## src/rtl/scv_bus_sched.sv

```systemverilog
// scv_bus_sched: phase-strobe generator and CPU/video time-slot arbiter for the shared memory port
module scv_bus_sched #(
  parameter int CPU_SLOT = 1,
  parameter int AW = 16
) (
  input  logic          CLK,
  input  logic          RES,
  output logic          CP1_POSEDGE,
  output logic          CP1_NEGEDGE,
  output logic          CP2_POSEDGE,
  output logic          CP2_NEGEDGE,
  input  logic [AW-1:0] CPU_A,
  input  logic          CPU_RD,
  input  logic          CPU_WR,
  input  logic [7:0]    CPU_DO,
  output logic [7:0]    CPU_DI,
  input  logic          VID_REQ,
  input  logic [AW-1:0] VID_A,
  output logic          VID_ACK,
  output logic          VID_DV,
  output logic [7:0]    VID_D,
  output logic [AW-1:0] MEM_A,
  output logic          MEM_WE,
  output logic [7:0]    MEM_DO,
  input  logic [7:0]    MEM_DI,
  output logic [1:0]    OWNER
);
  localparam logic [1:0] SLOT = 2'(CPU_SLOT);
  logic          r_run;
  logic [1:0]    r_ph, r_tag1, r_tag2;
  logic [AW-1:0] r_mem_a;
  logic [7:0]    r_cpu_di, r_vid_d;
  logic          w_act, w_cpu, w_vid;
  logic [1:0]    w_tag;
  // Reset gates everything combinationally so a grant in the reset cycle never escapes
  always_comb begin
    w_act = r_run & ~RES;
    w_cpu = w_act & (r_ph == SLOT) & (CPU_RD | CPU_WR);
    w_vid = w_act & ~w_cpu & VID_REQ;
    w_tag = (w_cpu & ~CPU_WR) ? 2'd1 : w_vid ? 2'd2 : 2'd0;
  end
  assign CP1_POSEDGE = w_act & (r_ph == 2'd0);
  assign CP1_NEGEDGE = w_act & (r_ph == 2'd1);
  assign CP2_POSEDGE = w_act & (r_ph == 2'd2);
  assign CP2_NEGEDGE = w_act & (r_ph == 2'd3);
  assign OWNER   = w_cpu ? 2'd1 : w_vid ? 2'd2 : 2'd0;
  assign MEM_A   = RES ? '0 : w_cpu ? CPU_A : w_vid ? VID_A : r_mem_a;
  assign MEM_WE  = w_cpu & CPU_WR;
  assign MEM_DO  = w_cpu ? CPU_DO : 8'h00;
  assign VID_ACK = w_vid;
  assign VID_DV  = ~RES & (r_tag2 == 2'd2);
  assign VID_D   = r_vid_d;
  assign CPU_DI  = r_cpu_di;
  // r_tag1/r_tag2 hold the read owner issued one and two cycles ago; MEM_DI belongs to r_tag1
  always_ff @(posedge CLK) begin
    if (RES) begin
      r_run    <= 1'b0;
      r_ph     <= 2'd0;
      r_tag1   <= 2'd0;
      r_tag2   <= 2'd0;
      r_mem_a  <= '0;
      r_cpu_di <= 8'h00;
      r_vid_d  <= 8'h00;
    end else begin
      r_run   <= 1'b1;
      r_ph    <= r_run ? r_ph + 2'd1 : 2'd0;
      r_tag1  <= w_tag;
      r_tag2  <= r_tag1;
      r_mem_a <= MEM_A;
      if (r_tag1 == 2'd1) r_cpu_di <= MEM_DI;
      if (r_tag1 == 2'd2) r_vid_d <= MEM_DI;
    end
  end
endmodule

```

## config.mk

```make
export PLATFORM = sky130hd
export DESIGN_NAME = scv_bus_sched
export DESIGN_NICKNAME = d
export VERILOG_FILES = /design/src/rtl/scv_bus_sched.sv
export SDC_FILE = /design/constraint.sdc
export NUM_CORES = 1
export LEC_CHECK = 0
export CAP_MARGIN = 20
export CORE_UTILIZATION = 39
export CTS_BUF_LIST = sky130_fd_sc_hd__clkbuf_16
export CTS_CLUSTER_DIAMETER = 100
export DETAILED_ROUTE_END_ITERATION = 8
export PLACE_DENSITY = 0.82
export SYNTH_ARGS = -nofsm -noshare
export SYNTH_HDL_FRONTEND = slang
export SYNTH_SLANG_ARGS = --single-unit
export TNS_END_PERCENT = 50
```

## constraint.sdc

```tcl
create_clock -name CLK -period 2 [get_ports CLK]
set_input_delay 0.4 -clock CLK [delete_from_list [all_inputs] [get_ports CLK]]
set_output_delay 0.4 -clock CLK [all_outputs]
set_load 0.01 [all_outputs]
```

==> results.json <==
{
  "synth.largest_area_cell": "dfxtp_1",
  "grt_max_degree": 31,
  "die_area_um2": 5061,
  "required_ps": 1600,
  "io_buffers": 101,
  "internal_power_mw": 1.468,
  "root_buffer": "clkbuf_16",
  "crit_path_max_incr_delay_ps": 320,
  "ant_nets": 0,
  "ys_ff_latch": 39,
  "power_mw": 1.927,
  "io_pins": 102,
  "swShare_pct": 23.82,
  "fin_area_um2": 3420,
  "syn_avg_cell_area_um2": 8.963,
  "crit_path_max_fanout": 8,
  "cts.sinks": 39,
  "crit_path_cell_trace": "inv_2, ha_4, nand3b_4, or2_4, buf_12, a311oi_4, buf_2",
  "syn_nets": 265,
  "drt_first_pass_iters": 6,
  "pre_cts_ws_ps": -655.9,
  "clk_pin_slew_ps": 60,
  "fin_crit_ps": 2189,
  "netlist-cell-type-count": 23,
  "avgRoutedWirePerCell_um": 15.07,
  "numCtsBuffers": 5,
  "crit_type": "reg2out",
  "hold_viol": 0,
  "worstSetupStartpointType": "flip-flop",
  "power_switching_uw": 459.1,
  "comb_power_share_pct": 18.0,
  "worst-path-buf-inv": 3,
  "endpoint_kind": "output port",
  "max_freq_ghz": 0.4567,
  "fp.dieH_um": 71.14,
  "placed_cell_area_um2": 3158,
  "core_um2": 4474,
  "pwr-share-seq_pct": 42.5,
  "antenna_cells": 0,
  "start_util_pct": 41.67,
  "grt_pass1_wl_um": 9894,
  "rsz0062_at_grt": "true",
  "fin_worst_skew_ps": 4.406,
  "synth.yosys.warnings": 0,
  "grt_pass1_vias": 2145,
  "syn_inst": 208,
  "synth_edf_count": 0,
  "finalSetupViolCount": 29,
  "worst_pin_slew_ps": 539.8,
  "path_delay_family": "buffers and inverters",
  "cts_tree": "done",
  "timing.critical_path.from": "r_ph[1]$_SDFF_PN0_",
  "gp_congestion": 0.7405,
  "wl_um": 6075,
  "routed_via_density": 5.263,
  "clockPowerShare_pct": 39.5,
  "hold_start": "r_tag1[1]$_SDFF_PP0_",
  "r2r_start": "r_ph[1]$_SDFF_PN0_",
  "ys_async_sr_fraction_pct": 0,
  "drc": 7,
  "via_count": 2121,
  "period_share_pct": 109.5,
  "cts_max_level": 2,
  "hpwl_um": 4042,
  "ir_worst_vdd_uv": 563.0,
  "clk_path_buf_depth": 2,
  "syn_area_um2": 1864,
  "drive_above_1_share_pct": 32.19,
  "slew_headroom_pct": 64.01,
  "grt_remaining_overflow": 0,
  "clock_latency_ps": 280,
  "synth_area_leaders": "dfxtp_1 (42%), a311oi_1 (15%), mux2i_1 (8.6%), nand2_1 (6.4%), and2_1 (4.4%)",
  "p_leak_nw": 1.596,
  "finalNetCount": 407,
  "crit_arrival_ps": 1790,
  "crit_slowest_cell": "dfxtp_2",
  "ctsHoldBuffers": 0,
  "grt_usage_pct": 25.28,
  "ys_seq_area_share_pct": 41.88,
  "std_cell_rows": 24,
  "power.density_nw_per_um2": 563.5,
  "fin_ws_ps": -189.4,
  "yosys-top-cells-count": "dfxtp_1 (39), nand2_1 (32), a311oi_1 (31), nor2_1 (21)",
  "fillers": 352,
  "violations": "design-rule violations, negative setup slack",
  "areaGrowthSynthToFinish_pct": 83.42,
  "status": "finished, violations left",
  "die_width_um": 71.14,
  "antenna_found_initial": 0,
  "synth_ff_type": "dfxtp_1",
  "synth.most_common_cell": "dfxtp_1",
  "yosysTopAreaCellShare_pct": 41.88,
  "drtIter0Drc": 98,
  "hold_path_class": "reg2reg",
  "drv_slew": 0,
  "fin_setup_tns_ps": -2799,
  "cap_violations": 0
}
[cell type report]
| cell class | instances | area [um2] | share of cell area, % |
|---|---|---|---|
| timing repair inverter | 1 | 7.507 | 0.2195 |
| tap | 52 | 65.06 | 1.903 |
| inverter | 5 | 21.27 | 0.6220 |
| clock buffer | 5 | 125.1 | 3.659 |
| timing repair buffer | 153 | 1333 | 38.97 |
| clock inverter | 3 | 20.02 | 0.5854 |
| sequential | 39 | 784.5 | 22.94 |
| multi-input combinational | 145 | 1064 | 31.10 |
[state kept, by name (all words and copies together), names as in the netlist]
| register | count |
|---|---|
| r_tag2 | 2 |
| r_mem_a | 16 |
| r_ph | 2 |
| VID_D | 8 |
| CPU_DI | 8 |
| r_run | 1 |
| r_tag1 | 2 |
[power groups by stage]
stage | Combinational (mW) | Clock [mW] | Sequential (mW)
after global routing | 0.374 | 0.813 | 0.822
after CTS | 0.341 | 0.769 | 0.818
after floorplan | 0.120 | 0 | 0.835
final | 0.347 | 0.761 | 0.819
after global placement | 0.325 | 0 | 0.832
after detailed placement | 0.333 | 0 | 0.834
[worst reg2reg max path: stages (launching register included)]
cell and delay (ps):
dfxtp_2 320, inv_2 70, ha_4 140, nand3b_4 80
or2_4 290, buf_4 150, buf_4 130, bufbuf_16 280
a311oi_1 270
[cells in the final DEF (no fill, tap or decap), types with 2 or more instances in the layout]
cell	instances
clkdlybuf4s50_1	66
nor3_1	15
and2_1	13
clkbuf_16	5
nor2b_1	2
ha_1	3
dlygate4sd2_1	5
nand2_1	31
nor2_1	20
dlymetal6s2s_1	3
a311oi_2	11
inv_1	3
buf_4	47
buf_2	27
dfxtp_1	36
buf_6	2
a311oi_1	20
clkinvlp_4	3
dfxtp_2	3
nand2b_1	2
mux2i_1	16
[timing repair]
action                                  CTS  global route
buffers inserted                          5             1
resized for setup                       140             8
gates cloned                              3             0
endpoints found under the setup margin   32            31
pin swaps                                 2             0
[per-layer routing]
layer  vias up  global-route usage, %  wire length, um  share of wire (%)
met5         -                      0                0                  0
met4         0                  8.222              112                1.8
met3        11                  5.271              280                4.6
met2        82                  47.09             3137                 52
met1      1000                  28.48             2545                 42
li1       1028                      -                -                  -
[metrics by stage]
stage,utilization (%),hold WS [ps],instances
final,76.43,476.6,403
after global routing,76.43,497.5,403
after CTS,75.45,480.9,402
after detailed placement,70.58,467.0,386
after global placement,70.58,465.7,386
after floorplan,-,452.5,208
[cells by family after synthesis]
| kind of cell | Yosys count | share of synthesized area [%] |
|---|---|---|
| AOI/OAI and AO/OA | 32 | 15.37 |
| DFF | 39 | 41.88 |
| adders and majority gates | 4 | 2.685 |
| muxes | 16 | 8.590 |
| and+or+nand+nor | 93 | 24.03 |
| buffers and inverters | 24 | 7.449 |
[final timing paths]
path / to / slack (ps) / cells after the start
max: MEM_A[7] / -190 / 7
min: r_tag2[1]$_SDFF_PP0_ / 480 / 1
max reg2reg: r_mem_a[14]$_SDFF_PP0_ / 160 / 8
min reg2reg: r_tag2[1]$_SDFF_PP0_ / 480 / 1
(Power assumes the default switching activity.)
